--- config.mk ---
export PLATFORM = sky130hd
export DESIGN_NAME = run_controller
export DESIGN_NICKNAME = d
export VERILOG_FILES = /design/src/rtl/run_controller.sv
export SDC_FILE = /design/constraint.sdc
export NUM_CORES = 1
export LEC_CHECK = 0
export BUFFER_PORTS_ARGS = -buffer_cell sky130_fd_sc_hd__buf_2
export CORE_MARGIN = 2
export CORE_UTILIZATION = 47
export CTS_BUF_LIST = sky130_fd_sc_hd__clkbuf_16
export CTS_CLUSTER_SIZE = 10
export DETAILED_ROUTE_END_ITERATION = 12
export PLACE_DENSITY = 0.79
export SETUP_SLACK_MARGIN = 0.15
export SLEW_MARGIN = 20
export SYNTH_ARGS = -nofsm -noshare
export SYNTH_HDL_FRONTEND = slang
export SYNTH_SLANG_ARGS = --single-unit
--- constraint.sdc ---
create_clock -name clock -period 2.64 [get_ports clock]
set_clock_uncertainty 0.05 [all_clocks]
set_input_delay 0 -clock clock [delete_from_list [all_inputs] [get_ports clock]]
set_output_delay 0 -clock clock [all_outputs]
set_load 0.02 [all_outputs]
--- src/rtl/run_controller.sv ---
// Run controller: sequences processor reset, free-running execution,
// single-stepping and halting on a halt opcode, a breakpoint or a cycle budget.
module run_controller #(
    parameter int             INSTR_W    = 8,
    parameter int             ADDR_W     = 8,
    parameter int             OPC_W      = 4,
    parameter logic [OPC_W-1:0] HALT_OPC = 4'b1111,
    parameter int             CNT_W      = 16,
    parameter int             RST_CYCLES = 2
) (
    input  logic               clock,
    input  logic               reset,
    input  logic               start,
    input  logic               step,
    input  logic               abort,
    input  logic [INSTR_W-1:0] instr,
    input  logic [ADDR_W-1:0]  pc,
    input  logic               bp_en,
    input  logic [ADDR_W-1:0]  bp_addr,
    input  logic [CNT_W-1:0]   cycle_limit,
    output logic               cpu_en,
    output logic               cpu_reset,
    output logic [2:0]         run_state,
    output logic [1:0]         halt_cause,
    output logic [CNT_W-1:0]   cycle_count
);

    typedef enum logic [2:0] {
        ST_IDLE   = 3'b000,
        ST_RST    = 3'b001,
        ST_RUN    = 3'b010,
        ST_STEP   = 3'b011,
        ST_HALTED = 3'b100
    } state_t;

    typedef enum logic [1:0] {
        CAUSE_NONE  = 2'b00,
        CAUSE_OPC   = 2'b01,
        CAUSE_BP    = 2'b10,
        CAUSE_LIMIT = 2'b11
    } cause_t;

    // The reset-pulse counter only needs to reach RST_CYCLES-1.
    localparam int RCW = (RST_CYCLES > 1) ? $clog2(RST_CYCLES) : 1;
    localparam logic [RCW-1:0] RST_LAST = RCW'(RST_CYCLES - 1);
    localparam logic [CNT_W-1:0] CNT_MAX = {CNT_W{1'b1}};

    state_t           state_q, state_d;
    cause_t           halt_cause_q, halt_cause_d;
    logic [RCW-1:0]   rst_cnt_q, rst_cnt_d;
    logic [CNT_W-1:0] cycle_count_q, cycle_count_d;
    logic             bp_mask_q, bp_mask_d;
    logic             cpu_reset_q, cpu_reset_d;
    logic             cpu_en_d;
    logic             clear_count;

    logic hc_opc, hc_bp, hc_lim, hc;

    // Operand bits below the opcode field are not interpreted here.
    logic unused_instr_bits;
    assign unused_instr_bits = ^instr;

    // Halt condition terms, evaluated against the instruction currently presented.
    always_comb begin
        hc_opc = (instr[INSTR_W-1 -: OPC_W] == HALT_OPC);
        hc_bp  = bp_en && (pc == bp_addr) && !bp_mask_q;
        hc_lim = (cycle_limit != '0) && (cycle_count_q == cycle_limit);
        hc     = hc_opc || hc_bp || hc_lim;
    end

    // Next-state, clock-enable and bookkeeping logic; abort beats start beats step.
    always_comb begin
        state_d      = state_q;
        halt_cause_d = halt_cause_q;
        rst_cnt_d    = rst_cnt_q;
        bp_mask_d    = bp_mask_q;
        cpu_en_d     = 1'b0;
        clear_count  = 1'b0;

        case (state_q)
            ST_IDLE: begin
                if (!abort && start) begin
                    state_d      = ST_RST;
                    rst_cnt_d    = '0;
                    halt_cause_d = CAUSE_NONE;
                    clear_count  = 1'b1;
                end
            end
            ST_RST: begin
                if (abort) begin
                    state_d = ST_IDLE;
                end else if (rst_cnt_q == RST_LAST) begin
                    state_d = ST_RUN;
                end else begin
                    rst_cnt_d = rst_cnt_q + 1'b1;
                end
            end
            ST_RUN: begin
                // The resume mask only protects the first cycle after a resume.
                bp_mask_d = 1'b0;
                if (abort) begin
                    state_d = ST_IDLE;
                end else if (hc) begin
                    state_d = ST_HALTED;
                    if (hc_opc)
                        halt_cause_d = CAUSE_OPC;
                    else if (hc_bp)
                        halt_cause_d = CAUSE_BP;
                    else
                        halt_cause_d = CAUSE_LIMIT;
                end else begin
                    cpu_en_d = 1'b1;
                end
            end
            ST_HALTED: begin
                if (abort) begin
                    state_d = ST_IDLE;
                end else if (start) begin
                    state_d      = ST_RUN;
                    halt_cause_d = CAUSE_NONE;
                    bp_mask_d    = 1'b1;
                end else if (step) begin
                    state_d = ST_STEP;
                end
            end
            ST_STEP: begin
                // A single step ignores breakpoint and budget, but never runs a halt opcode.
                if (abort) begin
                    state_d = ST_IDLE;
                end else begin
                    state_d = ST_HALTED;
                    if (hc_opc)
                        halt_cause_d = CAUSE_OPC;
                    else
                        cpu_en_d = 1'b1;
                end
            end
            default: begin
                state_d = ST_IDLE;
            end
        endcase

        if (state_d == ST_IDLE)
            bp_mask_d = 1'b0;

        // Count executed cycles, saturating rather than wrapping.
        if (clear_count)
            cycle_count_d = '0;
        else if (cpu_en_d && (cycle_count_q != CNT_MAX))
            cycle_count_d = cycle_count_q + 1'b1;
        else
            cycle_count_d = cycle_count_q;

        // Processor is held in reset whenever the controller is idle or pulsing reset.
        cpu_reset_d = (state_d == ST_IDLE) || (state_d == ST_RST);
    end

    // State registers with synchronous active-high reset.
    always_ff @(posedge clock) begin
        if (reset) begin
            state_q       <= ST_IDLE;
            halt_cause_q  <= CAUSE_NONE;
            rst_cnt_q     <= '0;
            cycle_count_q <= '0;
            bp_mask_q     <= 1'b0;
            cpu_reset_q   <= 1'b1;
        end else begin
            state_q       <= state_d;
            halt_cause_q  <= halt_cause_d;
            rst_cnt_q     <= rst_cnt_d;
            cycle_count_q <= cycle_count_d;
            bp_mask_q     <= bp_mask_d;
            cpu_reset_q   <= cpu_reset_d;
        end
    end

    assign cpu_en      = cpu_en_d;
    assign cpu_reset   = cpu_reset_q;
    assign run_state   = state_q;
    assign halt_cause  = halt_cause_q;
    assign cycle_count = cycle_count_q;

endmodule
==> key figures, run 1 <==
Clock network
  • Clock tree from TritonCTS: yes
  • Clock transition at the registers of the reported paths: 0.06 ns
  • Clock Sink Count: 24
  • Insertion delay of the later-clocked pin in the worst-skew pair: 0.26 ns
  • CTS max path bufs: 2
  • Hold buffers post-CTS: 1
  • Post-CTS setup repair buffer count: 0
  • Clock Tree Root: clkbuf_16
  • CTS H-Tree Depth: 1
  • Number of resized instances in the post-cts repair step: 0
  • Inserted Clock Buffers: 3

Critical path
  • Worst R2R Start: cycle_count[13]
  • Delay of the slowest cell on the worst path: 0.48 ns
  • Type of the worst setup path: reg2reg
  • Crit path cell chain: xor2_1 > nor4_1 > and3_1 > a21oi_4 > o211ai_4 > buf_4 > or4_1 > a21oi_1
  • Critical path fanouts, max: 27
  • Library cell contributing the largest single delay on the critical path: or4_1
  • Crit path DAT: 2.40 ns
  • Worst endpoint required time: 2.78 ns
  • Beginning of the critical path: cycle_count[13]
  • Critical Path Source Type: flop
  • Kind of end point of the critical path: flop

Routing
  • Vias: 1673
  • DRT Wirelength: 4.132 mm
  • Number of detailed-routing iterations run before antenna repair: 4
  • Number of DRC violations after detailed-routing iteration 0: 92
  • Post-detailed-route DRC marker count: 0
  • Number of nets with antenna violations after routing: 0
  • Routed len/inst: 13.55 um
  • Via density: 5.485

Placed design
  • Detailed placement HPWL: 3.033 mm
  • Routability congestion estimate from global placement: 0.8384
  • Count of input and output buffers: 64

Global route
  • Pin count of the biggest net entering global routing: 28
  • Number of global-route vias before repair: 1508
  • Number of antenna violations at the first check in global routing: 0
  • GRT overflow: 0
  • Global-route wire length before repair: 6.727 mm
  • Global Route Usage Sum: 21.15%

Logic synthesis
  • Compound-cell area share of the yosys netlist: 20.53%
  • Count of different cell masters after synthesis: 47
  • Count of warnings emitted by yosys: 0
  • Post-synthesis area per instance: 8.230 um2
  • Synth Cell Area: 0.001597 mm2
  • Count of flip-flops with a built-in enable after synthesis: 0
  • Post-Syn Instances: 194
  • Part of the Yosys area used for sequential elements: 30.09%
  • Most used DFF post-synth: dfxtp_1
  • Share of synthesized flip-flops with an asynchronous set or reset: 0%
  • Combinational family with the most area after synthesis: simple AND/OR/NAND/NOR gates
  • Proportion of synthesized area in mux cells: 1.332%
  • Number of synthesized register bits: 24
  • Fraction of the mapped netlist area in simple logic gates: 29.31%
  • Synth Area in XOR/XNOR: 13.71%
  • Post-Synth Adder-Cell Area: 0.7837%
  • Net count after synthesis: 241

Timing
  • Peak Freq: 443.0 MHz
  • Share of the clock period used by the worst path: 85.50%
  • Max-slew violation total from the final report: 0
  • Final worst path period need: 2.257 ns
  • Count of final setup violators: 0
  • Total Negative Setup Slacks: 0 ns
  • Slew at the pin closest to its max-slew limit: 0.4913 ns
  • Final Hold Fails: 0
  • Worst slew margin: 67.15%
  • Setup repair after global routing missed its margin: no

Power
  • Total power density per cell area: 387.0 mW/mm2
  • Total power: 789.8 uW
  • Standby leakage power: 0.7941 nW
  • Peak VDD IR: 265.6 uV

Floorplanning
  • Floorplan die area: 0.003879 mm2
  • Die height: 62.28 um
  • Horizontal extent of the die: 62.28 um
  • Number of top-level pins: 69
  • Starting utilization of the core area: 48.22%
  • Cell Rows: 21
  • Core area: 0.003311 mm2

Finish
  • Area occupied by multi-input gates: 0.001049 mm2
  • Layout Area Growth over Synthesis: 27.82%
  • Ratio of cells with drive above 1 in the final layout: 30.89%
  • Fillcell total: 316
  • Total Nets Final: 307
  • Register area: 480.5 um2
  • Antenna diode count: 0

Run status
  • Result of the run: complete, no violations

Hold path
  • Path category of the worst min-delay check: in2reg
  • Launch point of the worst hold path: abort

Run
  • Maximum capacitance violations: 0
critical path: cells and delay by family (launching register included):
| kind | cells | cell delay, ns |
|---|---|---|
| xor gates and xnor gates | 1 | 0.17 |
| and+or+nand+nor | 3 | 0.77 |
| DFF | 1 | 0.46 |
| AOI/OAI and AO/OA | 3 | 0.50 |
| buffers and inverters | 1 | 0.23 |
routing by layer:
layer | wire length, um | GRT usage (%)
met5 | 0 | 0
met4 | 0 | 5.000
met1 | 1798 | 26.78
met2 | 2164 | 36.68
met3 | 170 | 4.710
kinds of logic after synthesis:
family / after synthesis
AND/OR/NAND/NOR: 81
AO/OA/AOI/OAI: 49
XOR/XNOR: 25
flip-flops: 24
buffers and inverters: 12
multiplexers: 2
adder cells (fa/ha/maj): 1
layout make-up:
cell class / count / area share [%]
Multi-Input combinational cell: 158 / 51.38
Timing Repair Buffer: 69 / 17.66
Clock inverter: 1 / 0.1839
Inverter: 4 / 0.7357
Tap cell: 46 / 2.820
Clock buffer: 3 / 3.679
Sequential cell: 24 / 23.54
path summary, 6_finish.rpt:
| kind | endpoint | slack, ns | cells after the start |
|---|---|---|---|
| max | cycle_count[15] | 0.38 | 8 |
| min | run_state[2] | 0.02 | 2 |
| max reg2reg | cycle_count[15] | 0.38 | 8 |
| min reg2reg | rst_cnt_q | 0.46 | 2 |
placed cells by master (no fill, tap or decap), types with 4 or more instances in the layout:
master and count:
buf_2 64, dfxtp_1 24, a21oi_1 18, xnor2_1 16, nor2_1 12, nand2_1 10
xor2_1 9, nand3_1 9, or3_1 8, nand4_1 7, nor4_1 6, nor3_1 6
or4_1 6, o21ai_1 6, o31ai_1 5, buf_4 4
report_power, final:
group          switching [mW]  internal (mW)  leakage [nW]
clock                   0.127          0.202        0.0385
combinational          0.0447         0.0490         0.562
sequential            0.00361          0.363         0.193
total                   0.175          0.615         0.794
metrics by stage:
step	hold WS (ns)	worst slack, ns	std cells	instance area [um2]	utilization [%]
2_1_floorplan	0.01941	0.4629	194	1597	-
3_5_place_dp	0.2240	0.4062	300	1952	58.96
4_1_cts	0.002406	0.4009	305	2041	61.64
6_report	0.01989	0.3829	305	2041	61.64
3_3_place_gp	0.2172	0.4561	300	1952	58.96
5_1_grt	0.01575	0.2767	305	2041	61.64
sequential cells by signal, indices dropped and copies added (netlist names):
| register | flops |
|---|---|
| run_state | 3 |
| cycle_count | 16 |
| rst_cnt_q | 1 |
| bp_mask_q | 1 |
| cpu_reset | 1 |
| halt_cause | 2 |
synth_stat cells, types with 3 or more instances:
master | n | share of area [%]
a21oi_1 | 18 | 5.6
and3_1 | 3 | 1.2
clkbuf_1 | 6 | 1.4
dfxtp_1 | 24 | 30
inv_1 | 3 | 0.71
nand2_1 | 10 | 2.4
nand2b_1 | 3 | 1.2
nand3_1 | 9 | 2.8
nand4_1 | 7 | 2.7
nor2_1 | 12 | 2.8
nor3_1 | 6 | 1.9
nor4_1 | 6 | 2.4
o21ai_0 | 3 | 0.94
o21ai_1 | 6 | 1.9
o31ai_1 | 5 | 2.4
or3_1 | 8 | 3.1
or4_1 | 6 | 2.8
xnor2_1 | 16 | 8.8
xor2_1 | 9 | 4.9
No activity file was read; power rests on OpenSTA's default activity.
==> run 2: changes to the inputs <==
==> constraint.sdc (replaced) <==
create_clock -name clock -period 2.64 [get_ports clock]
set_clock_uncertainty 0.05 [all_clocks]
set_input_delay 0.528 -clock clock [delete_from_list [all_inputs] [get_ports clock]]
set_output_delay 0.528 -clock clock [all_outputs]
set_load 0.02 [all_outputs]
==> key figures, run 2 (synthesis gave the netlist of run 1 again) <==
Run status
  • Result of the run: complete, no violations

Routing
  • Routed len/inst: 13.43 um
  • Number of detailed-routing iterations run before antenna repair: 4
  • Number of DRC violations after detailed-routing iteration 0: 91
  • Via density: 5.495
  • Number of nets with antenna violations after routing: 0
  • DRT Wirelength: 4.123 mm
  • Vias: 1687
  • Post-detailed-route DRC marker count: 0

Critical path
  • Last element of the critical path: cpu_en
  • Crit path DAT: 1.84 ns
  • Library cell contributing the largest single delay on the critical path: dfxtp_1
  • Worst endpoint required time: 2.06 ns
  • Worst reg2reg setup slack: 0.39 ns
  • Critical path fanouts, max: 7
  • Beginning of the critical path: cycle_count[13]
  • Crit path cell chain: xor2_1 > nor4_1 > and3_2 > a21oi_4 > o21a_1 > buf_4
  • Type of the worst setup path: reg2out
  • Reg-to-reg critical path endpoint: cycle_count[15]
  • Number of cells on the worst reg-to-reg path: 8
  • Critical Path Source Type: flop
  • Kind of end point of the critical path: primary output
  • Worst R2R Start: cycle_count[13]
  • Delay of the slowest cell on the worst path: 0.47 ns

Clock network
  • CTS max path bufs: 2
  • CTS H-Tree Depth: 1
  • Clock transition at the registers of the reported paths: 0.06 ns
  • Hold buffers post-CTS: 0
  • Clock tree from TritonCTS: yes
  • Inserted Clock Buffers: 3
  • Insertion delay of the later-clocked pin in the worst-skew pair: 0.26 ns
  • Clock Sink Count: 24
  • Clock Tree Root: clkbuf_16

Floorplanning
  • Floorplan die area: 0.003879 mm2
  • Cell Rows: 21
  • Starting utilization of the core area: 48.22%
  • Number of top-level pins: 69
  • Horizontal extent of the die: 62.28 um
  • Die height: 62.28 um
  • Core area: 0.003311 mm2

Placed design
  • Count of input and output buffers: 64
  • Detailed placement HPWL: 3.047 mm
  • Routability congestion estimate from global placement: 0.7777

Global route
  • Global-route wire length before repair: 6.520 mm
  • Number of antenna violations at the first check in global routing: 0
  • Global Route Usage Sum: 20.51%
  • GRT overflow: 0
  • Pin count of the biggest net entering global routing: 19
  • Number of global-route vias before repair: 1465

Power
  • Total power: 805.1 uW
  • Total power density per cell area: 383.3 mW/mm2
  • Standby leakage power: 0.8098 nW
  • Peak VDD IR: 278.7 uV

Finish
  • Total Nets Final: 309
  • Most frequent standard cell in the layout excluding fill and tap cells: buf_2
  • Layout Area Growth over Synthesis: 31.58%
  • Highest-count cells in the layout ignoring fill and taps: buf_2, dfxtp_1, a21oi_1
  • Flip-flop count of the largest register after layout: 16
  • Antenna diode count: 0
  • Ratio of cells with drive above 1 in the final layout: 34.10%

Timing
  • Setup repair after global routing missed its margin: no
  • Count of final setup violators: 0
  • Share of the clock period used by the worst path: 91.67%
  • Final Hold Fails: 0
  • Total Negative Setup Slacks: 0 ns
  • Final worst path period need: 2.420 ns
  • Worst slew margin: 68.78%
  • Max-slew violation total from the final report: 0
  • Peak Freq: 413.2 MHz
  • Slew at the pin closest to its max-slew limit: 0.4661 ns

Hold path
  • Path category of the worst min-delay check: reg2reg

Run
  • Maximum capacitance violations: 0
## run 2: cell types whose count changed in the layout (fill, tap and decap cells not counted), sizes merged
cell         before  now
buf              68   71
dlygate4sd3       1    0
## run 2: worst min-delay path by stage
stage                        from            end  depth (start not counted)
floorplan               rst_cnt_q      rst_cnt_q                          2
global placement    halt_cause[1]  halt_cause[1]                          2
detailed placement  halt_cause[1]  halt_cause[1]                          2
CTS                 halt_cause[1]  halt_cause[1]                          2
global route        halt_cause[1]  halt_cause[1]                          2
finish              halt_cause[1]  halt_cause[1]                          2
## run 2: where the power goes
group | leakage, nW | switching, mW | internal (mW) | total [mW]
logic | 0.577 | 0.0493 | 0.0498 | 0.0991
registers | 0.194 | 0.00340 | 0.363 | 0.367
clock network | 0.0385 | 0.136 | 0.203 | 0.339
## run 2: final cells by class
class | count | area [um2]
clock buffer | 3 | 75.07
fill | 309 | 1210
sequential | 24 | 481.7
clock inverter | 1 | 3.754
multi-input combinational | 158 | 1092
timing repair buffer | 71 | 375.4
inverter | 4 | 15.01
tap | 46 | 57.56
## run 2: per-stage QoR
step,worst slack [ns],cell area [um2],hold WS (ns),instances,util [%]
3_3_place_gp,0.08547,1967,0.4320,302,59.41
4_1_cts,0.1847,2052,0.4462,306,61.98
6_report,0.2199,2101,0.4433,307,63.45
2_1_floorplan,0.4365,1597,0.4095,194,-
3_5_place_dp,0.01513,1967,0.4364,302,59.41
5_1_grt,0.1651,2101,0.4536,307,63.45
## run 2: layer usage
layer / GRT usage, % / wire length [um]
met5: 0 / 0
met4: 4.167 / 19
met3: 4.348 / 142
met2: 35.87 / 2090
met1: 26.13 / 1871
## run 2: worst max-delay path: cells and delay by family, from the launching register on
family / cells / cell delay (ns)
AO/OA/AOI/OAI: 2 / 0.28
XOR/XNOR: 1 / 0.11
buffers and inverters: 1 / 0.16
flip-flops: 1 / 0.47
AND/OR/NAND/NOR: 2 / 0.56
## run 2: repair_timing
action,in CTS,in global routing
buffers inserted,0,1
hold endpoints to repair,0,0
setup endpoints to repair,1,1
gates resized for setup,1,8
